## src/rtl/hms_counter_pkg.sv

```systemverilog
`default_nettype none
// +----------------------------------------------------------------------------+
// | clock_pkg : mode encoding and BCD limits shared by the hms_counter slice    |
// | Revision  : 1.0                                                             |
// +----------------------------------------------------------------------------+
package clock_pkg;

  typedef enum logic [1:0] {
    MODE_RUN     = 2'd0,
    MODE_SET_HR  = 2'd1,
    MODE_SET_MIN = 2'd2
  } mode_e;

  localparam int SEC_MAX  = 59;
  localparam int MIN_MAX  = 59;
  localparam int HR24_MAX = 23;
  localparam int HR12_MAX = 12;
  localparam int HR12_MIN = 1;

  // Binary 0..99 to a packed {tens, units} BCD pair.
  function automatic logic [7:0] to_bcd(input int value);
    return {4'(value / 10), 4'(value % 10)};
  endfunction

endpackage
`default_nettype wire

```

## src/rtl/hms_counter_if.sv

```systemverilog
`default_nettype none
// +----------------------------------------------------------------------------+
// | hms_counter_if : tick/button inputs and BCD time outputs of hms_counter     |
// | Revision       : 1.0                                                        |
// +----------------------------------------------------------------------------+
interface hms_counter_if;

  logic       tick_1s;
  logic       btn_mode;
  logic       btn_inc;
  logic [3:0] hr_t;
  logic [3:0] hr_u;
  logic [3:0] min_t;
  logic [3:0] min_u;
  logic [3:0] sec_t;
  logic [3:0] sec_u;
  logic       pm;
  logic [1:0] mode;
  logic       chime;

  modport master (
    output tick_1s, btn_mode, btn_inc,
    input  hr_t, hr_u, min_t, min_u, sec_t, sec_u, pm, mode, chime
  );

  modport slave (
    input  tick_1s, btn_mode, btn_inc,
    output hr_t, hr_u, min_t, min_u, sec_t, sec_u, pm, mode, chime
  );

endinterface
`default_nettype wire

```

## src/rtl/hms_counter_bcd.sv

```systemverilog
`default_nettype none
// +----------------------------------------------------------------------------+
// | bcd_mod_counter : two-digit BCD counter wrapping MAX_VAL -> MIN_VAL         |
// | Revision        : 1.0                                                       |
// +----------------------------------------------------------------------------+
module bcd_mod_counter
  import clock_pkg::*;
#(
  parameter int MAX_VAL = 59,
  parameter int MIN_VAL = 0,
  parameter int RST_VAL = 0
) (
  input  logic       clk,
  input  logic       rst_n,
  input  logic       i_inc,
  input  logic       i_clr,
  output logic [3:0] o_tens,
  output logic [3:0] o_units,
  output logic       o_carry
);

  localparam logic [7:0] c_MAX = to_bcd(MAX_VAL);
  localparam logic [7:0] c_MIN = to_bcd(MIN_VAL);
  localparam logic [7:0] c_RST = to_bcd(RST_VAL);

  logic [3:0] r_tens;
  logic [3:0] r_units;
  logic       w_at_max;

  assign w_at_max = ({r_tens, r_units} == c_MAX);

  always_ff @(posedge clk or negedge rst_n) begin
    if (!rst_n) begin
      {r_tens, r_units} <= c_RST;
    end else if (i_clr) begin
      {r_tens, r_units} <= c_MIN;
    end else if (i_inc) begin
      if (w_at_max) begin
        {r_tens, r_units} <= c_MIN;
      end else if (r_units == 4'd9) begin
        r_units <= 4'd0;
        r_tens  <= r_tens + 4'd1;
      end else begin
        r_units <= r_units + 4'd1;
      end
    end
  end

  // Combinational so a full 23:59:59 rollover resolves in one edge.
  assign o_carry = i_inc & w_at_max;
  assign o_tens  = r_tens;
  assign o_units = r_units;

endmodule
`default_nettype wire

```

## src/rtl/hms_counter.sv

```systemverilog
`default_nettype none
// +----------------------------------------------------------------------------+
// | hms_counter : BCD time-of-day with two-button set mode and hourly chime     |
// | Revision    : 1.0                                                           |
// +----------------------------------------------------------------------------+
module hms_counter
  import clock_pkg::*;
#(
  parameter int H24 = 1
) (
  input  logic         clk,
  input  logic         rst_n,
  hms_counter_if.slave bus
);

  localparam int         c_HR_MAX     = (H24 != 0) ? HR24_MAX : HR12_MAX;
  localparam int         c_HR_MIN     = (H24 != 0) ? 0 : HR12_MIN;
  localparam int         c_HR_RST     = (H24 != 0) ? 0 : HR12_MAX;
  localparam logic [7:0] c_HR_PM_EDGE = to_bcd(HR12_MAX - 1);

  mode_e      r_mode;
  mode_e      w_mode_nxt;
  logic       r_chime;
  logic       w_run;
  logic       w_sec_inc;
  logic       w_sec_clr;
  logic       w_min_inc;
  logic       w_hr_inc;
  logic       w_sec_carry;
  logic       w_min_carry;
  logic       w_hr_wrap_unused;
  logic       w_set_inc;
  logic [3:0] w_hr_t;
  logic [3:0] w_hr_u;

  always_ff @(posedge clk or negedge rst_n) begin
    if (!rst_n) begin
      r_mode <= MODE_RUN;
    end else begin
      r_mode <= w_mode_nxt;
    end
  end

  always_comb begin
    w_mode_nxt = r_mode;
    if (bus.btn_mode) begin
      case (r_mode)
        MODE_RUN:    w_mode_nxt = MODE_SET_HR;
        MODE_SET_HR: w_mode_nxt = MODE_SET_MIN;
        default:     w_mode_nxt = MODE_RUN;
      endcase
    end
  end

  // btn_mode wins over btn_inc in the set states.
  assign w_run     = (r_mode == MODE_RUN);
  assign w_set_inc = bus.btn_inc & ~bus.btn_mode;
  assign w_sec_inc = w_run & bus.tick_1s;
  assign w_sec_clr = (r_mode == MODE_SET_MIN) & bus.btn_mode;
  assign w_min_inc = w_run ? w_sec_carry : ((r_mode == MODE_SET_MIN) & w_set_inc);
  assign w_hr_inc  = w_run ? w_min_carry : ((r_mode == MODE_SET_HR) & w_set_inc);

  bcd_mod_counter #(
    .MAX_VAL (SEC_MAX),
    .MIN_VAL (0),
    .RST_VAL (0)
  ) u_sec (
    .clk     (clk),
    .rst_n   (rst_n),
    .i_inc   (w_sec_inc),
    .i_clr   (w_sec_clr),
    .o_tens  (bus.sec_t),
    .o_units (bus.sec_u),
    .o_carry (w_sec_carry)
  );

  bcd_mod_counter #(
    .MAX_VAL (MIN_MAX),
    .MIN_VAL (0),
    .RST_VAL (0)
  ) u_min (
    .clk     (clk),
    .rst_n   (rst_n),
    .i_inc   (w_min_inc),
    .i_clr   (1'b0),
    .o_tens  (bus.min_t),
    .o_units (bus.min_u),
    .o_carry (w_min_carry)
  );

  bcd_mod_counter #(
    .MAX_VAL (c_HR_MAX),
    .MIN_VAL (c_HR_MIN),
    .RST_VAL (c_HR_RST)
  ) u_hr (
    .clk     (clk),
    .rst_n   (rst_n),
    .i_inc   (w_hr_inc),
    .i_clr   (1'b0),
    .o_tens  (w_hr_t),
    .o_units (w_hr_u),
    .o_carry (w_hr_wrap_unused)
  );

  generate
    if (H24 != 0) begin : g_pm24
      assign bus.pm = 1'b0;
    end else begin : g_pm12
      logic r_pm;
      // pm flips on 11 -> 12, whether reached by counting or by setting.
      always_ff @(posedge clk or negedge rst_n) begin
        if (!rst_n) begin
          r_pm <= 1'b0;
        end else if (w_hr_inc && ({w_hr_t, w_hr_u} == c_HR_PM_EDGE)) begin
          r_pm <= ~r_pm;
        end
      end
      assign bus.pm = r_pm;
    end
  endgenerate

  // Minute carry only reaches mm:ss = 00:00 via a RUN tick.
  always_ff @(posedge clk or negedge rst_n) begin
    if (!rst_n) begin
      r_chime <= 1'b0;
    end else begin
      r_chime <= w_run & w_min_carry;
    end
  end

  assign bus.hr_t  = w_hr_t;
  assign bus.hr_u  = w_hr_u;
  assign bus.mode  = r_mode;
  assign bus.chime = r_chime;

endmodule
`default_nettype wire

```

## src/flat_wrapper.sv

```systemverilog
// flat-port wrapper written by rule: the top's interface ports become plain ports
module hms_counter_flat import clock_pkg::*;
#(
  parameter int H24 = 1
)
  (clk, rst_n, bus_tick_1s, bus_btn_mode, bus_btn_inc, bus_hr_t, bus_hr_u, bus_min_t, bus_min_u, bus_sec_t, bus_sec_u, bus_pm, bus_mode, bus_chime);
  hms_counter_if bus_i ();
  input  logic clk;
  input  logic rst_n;
  input wire logic [$bits(bus_i.tick_1s)-1:0] bus_tick_1s;
  input wire logic [$bits(bus_i.btn_mode)-1:0] bus_btn_mode;
  input wire logic [$bits(bus_i.btn_inc)-1:0] bus_btn_inc;
  output wire logic [$bits(bus_i.hr_t)-1:0] bus_hr_t;
  output wire logic [$bits(bus_i.hr_u)-1:0] bus_hr_u;
  output wire logic [$bits(bus_i.min_t)-1:0] bus_min_t;
  output wire logic [$bits(bus_i.min_u)-1:0] bus_min_u;
  output wire logic [$bits(bus_i.sec_t)-1:0] bus_sec_t;
  output wire logic [$bits(bus_i.sec_u)-1:0] bus_sec_u;
  output wire logic [$bits(bus_i.pm)-1:0] bus_pm;
  output wire logic [$bits(bus_i.mode)-1:0] bus_mode;
  output wire logic [$bits(bus_i.chime)-1:0] bus_chime;
  assign bus_i.tick_1s = bus_tick_1s;
  assign bus_i.btn_mode = bus_btn_mode;
  assign bus_i.btn_inc = bus_btn_inc;
  assign bus_hr_t = bus_i.hr_t;
  assign bus_hr_u = bus_i.hr_u;
  assign bus_min_t = bus_i.min_t;
  assign bus_min_u = bus_i.min_u;
  assign bus_sec_t = bus_i.sec_t;
  assign bus_sec_u = bus_i.sec_u;
  assign bus_pm = bus_i.pm;
  assign bus_mode = bus_i.mode;
  assign bus_chime = bus_i.chime;
  hms_counter #(.H24(H24)) u_core (.clk(clk), .rst_n(rst_n), .bus(bus_i));
endmodule
```

## config.mk

```make
export PLATFORM = sky130hd
export DESIGN_NAME = hms_counter_flat
export DESIGN_NICKNAME = d
export VERILOG_FILES = /design/src/rtl/hms_counter_pkg.sv /design/src/rtl/hms_counter_if.sv /design/src/rtl/hms_counter_bcd.sv /design/src/rtl/hms_counter.sv /design/src/flat_wrapper.sv
export SDC_FILE = /design/constraint.sdc
export NUM_CORES = 1
export LEC_CHECK = 0
export BUFFER_PORTS_ARGS = -buffer_cell sky130_fd_sc_hd__buf_2
export CAP_MARGIN = 20
export CORE_MARGIN = 2
export CORE_UTILIZATION = 55
export CTS_BUF_LIST = sky130_fd_sc_hd__clkbuf_2
export CTS_CLUSTER_DIAMETER = 60
export CTS_CLUSTER_SIZE = 16
export DETAILED_ROUTE_END_ITERATION = 12
export PLACE_DENSITY_LB_ADDON = 0.1
export SLEW_MARGIN = 30
export SYNTH_ARGS = -nofsm -noshare
export SYNTH_HDL_FRONTEND = slang
export SYNTH_SLANG_ARGS = --single-unit
```

## constraint.sdc

```tcl
create_clock -name clk -period 2.2 [get_ports clk]
set_input_delay 0.11 -clock clk [delete_from_list [all_inputs] [get_ports clk]]
set_output_delay 0.11 -clock clk [all_outputs]
set_load 0.1 [all_outputs]
```

==> flow_metrics.tcl <==
set metrics [dict create \
    status "finished clean" \
    period_share 0.930 \
    tightest_slew_ns 0.604 \
    crit_type "reg -> reg" \
    clkPwrFrac 0.077 \
    synth_area_leaders "dfrtp_1, ha_1, o21ai_0, nand2_1, nand2b_1" \
    rsz0062_at_grt "false" \
    comb_power_share 0.576 \
    dpl.hpwl_um 2210 \
    internal-power_uw 965 \
    synth_common_cells "dfrtp_1, o21ai_0, nand2_1" \
    syn_to_final_growth_pct 18.1 \
    cts.reportedPaths.clkPinSlew_ns 0.24 \
    die_area_mm2 0.00326 \
    synth_edf_count 0 \
    synth_area_mm2 0.00155 \
    slew_headroom 0.597 \
    gr-total-overflow 0 \
    powerDensity_mw_per_mm2 1320 \
    final_area_mm2 0.00183 \
    gr-usage-met3 0.0227 \
    final_hold_viol_count 0 \
    cts_htree_levels 1 \
    peakVddDrop_mv 1.18 \
    portBuffers 31 \
    yosys_warnings 0 \
    grt_max_degree 28 \
    fmax_mhz 489 \
    dr.first_iter.drc_count 35 \
    drtAntennaViolNets 0 \
    p_sw_frac 0.599 \
    async_flop_share 1.00 \
    die_width_um 57.1 \
    cp-end-kind "flop" \
    vias_per_cell 5.64 \
    vias 1263 \
    drc_errors 0 \
    firstDrtPassIters 4 \
    core-area_mm2 0.00271 \
    grt_pass1_wl_um 5020 \
    final.setup_skew_ns 0.00707 \
    cts_num_sinks 27 \
    fin_util 0.675 \
    slew_violations 0 \
    numCtsBuffers 3 \
    rows 19 \
    fin_nets 211 \
    wire_per_inst_um 13.7 \
    pwr-share-seq 0.347 \
    start_util 0.572 \
    cts_tree "done" \
    clockRootBuffer "clkbuf_2" \
    die_height_um 57.1 \
    top_usage_layer "met2" \
    switchingPower_uw 1440 \
    synth_ff_type "dfrtp_1" \
    yosysTopAreaCell "dfrtp_1" \
    seqCellArea_um2 717 \
    met1_usage 0.241 \
    ys_seq_elements 27 \
    synth_cell_types 44 \
    fill_cells 232 \
    multiInputGateArea_um2 826 \
    yosys.area.top_type_share 0.436 \
    antenna_found_initial 0 \
    io_pins 33 \
    use_met2 0.346 \
    n_antenna_cell 0 \
    yosysMostFrequentCell "dfrtp_1" \
    setup_viol 0 \
    synth-seq-area-share 0.436 \
    arrival_ns 2.35 \
    period_needed_ns 2.05 \
    synthCells 157 \
    cp-start-kind "flop" \
    finalWirelength_um 3070 \
    syn-num-nets 174 \
    finalWeightedCongestion 0.850 \
    clkLatencyLatePin_ns 0.34 \
    p_leak_uw 0.000866 \
    clk_path_buf_depth 2 \
    grt_pass1_vias 1199 \
    maxCapViolCount 0 \
    placed_area_mm2 0.00176 \
    track_usage 0.191 \
    drive_gt1_frac 0.389 \
    avgSynthCellArea_um2 9.87 \
    crit_fanout 9 \
    cp.required_ns 2.51 \
    min_path_type "in -> reg" \
]
-- final timing paths --
| path | from | endpoint | slack, ns | cells after the start |
|---|---|---|---|---|
| max | u_core.u_min.o_units[1]$_DFFE_PN0P_ | u_core.u_min.o_tens[3]$_DFFE_PN0P_ | 0.15 | 7 |
| min in group asynchronous | rst_n | u_core.u_min.o_units[1]$_DFFE_PN0P_ | 0.26 | 2 |
| min | bus_tick_1s | u_core.u_sec.o_units[0]$_DFFE_PN0P_ | 0.21 | 6 |
| max reg2reg | u_core.u_min.o_units[1]$_DFFE_PN0P_ | u_core.u_min.o_tens[3]$_DFFE_PN0P_ | 0.15 | 7 |
| max in group asynchronous | rst_n | u_core.u_sec.o_units[0]$_DFFE_PN0P_ | 1.48 | 2 |
| min reg2reg | u_core.u_sec.o_tens[3]$_DFFE_PN0P_ | u_core.u_sec.o_tens[3]$_DFFE_PN0P_ | 0.52 | 1 |
-- layer usage --
metal,vias up,part of all wire
met3,2,0.037
met1,611,0.46
li1,627,-
met5,-,0
met4,0,0.0049
met2,23,0.50
-- sequential cells by signal, indices dropped and copies added, names as in the netlist --
name	flops
u_core.u_hr.o_units	4
u_core.u_sec.o_tens	4
u_core.u_hr.o_tens	4
u_core.u_min.o_units	4
u_core.bus.mode	2
u_core.u_min.o_tens	4
u_core.bus.chime	1
u_core.u_sec.o_units	4
-- area by class of cell --
cell class	instances	share of cell area
Inverter	8	0.0164
Tap cell	31	0.0212
Timing Repair Buffer	36	0.108
Clock buffer	4	0.0109
Sequential cell	27	0.392
Multi-Input combinational cell	118	0.451
-- worst max-delay path: stages (launching register included) --
cell	delay [ns]
dfrtp_4	0.56
inv_1	0.08
ha_1	0.15
and3b_1	0.29
and4bb_2	0.30
a21oi_2	0.08
or4_1	0.49
nand2_1	0.07
-- timing repair --
action,CTS,global route
hold buffers,2,0
setup endpoints to repair,0,6
gates resized for setup,0,1
endpoints found under the hold margin,28,0
setup buffers,0,3
-- layout by cell type, fill, tap and decap left out, types with 5 or more instances in the layout --
master,n
dfrtp_2,18
nand2_1,17
o21ai_0,19
nor2_1,7
buf_2,31
inv_1,8
nand2b_1,6
ha_1,12
nand3_1,6
dfrtp_4,5
-- metrics by stage --
stage                     cells  setup TNS [ns]  hold slack, ns  total power (µW)  setup slack, ns
after floorplan             157         -0.0133          -0.186              1990          -0.0133
after global placement      215               0           0.146              2190            0.212
after detailed placement    215               0           0.154              2230            0.132
after CTS                   221               0           0.188              2420           0.0940
after global routing        224               0           0.217              2530           0.0404
final                       224               0           0.209              2410            0.155
-- logic make-up (layout without fill, tap and decap cells) --
group	Yosys count	count (layout)	synth area share
AO/OA/AOI/OAI	40	40	0.163
XOR/XNOR	2	2	0.0113
adder cells (fa/ha/maj)	12	12	0.0969
buffers and inverters	12	48	0.0331
flip-flops	27	27	0.436
multiplexers	3	3	0.0210
other	1	1	0.00242
AND/OR/NAND/NOR	60	60	0.236
-- power groups by stage --
stage,clock [µW],combinational [µW],sequential (µW)
2_1_floorplan,0,305,1690
3_3_place_gp,0,1360,830
3_5_place_dp,0,1380,848
4_1_cts,198,1390,835
5_1_grt,213,1450,864
6_report,186,1390,835
Note: power is estimated with default switching activity, not from simulation.
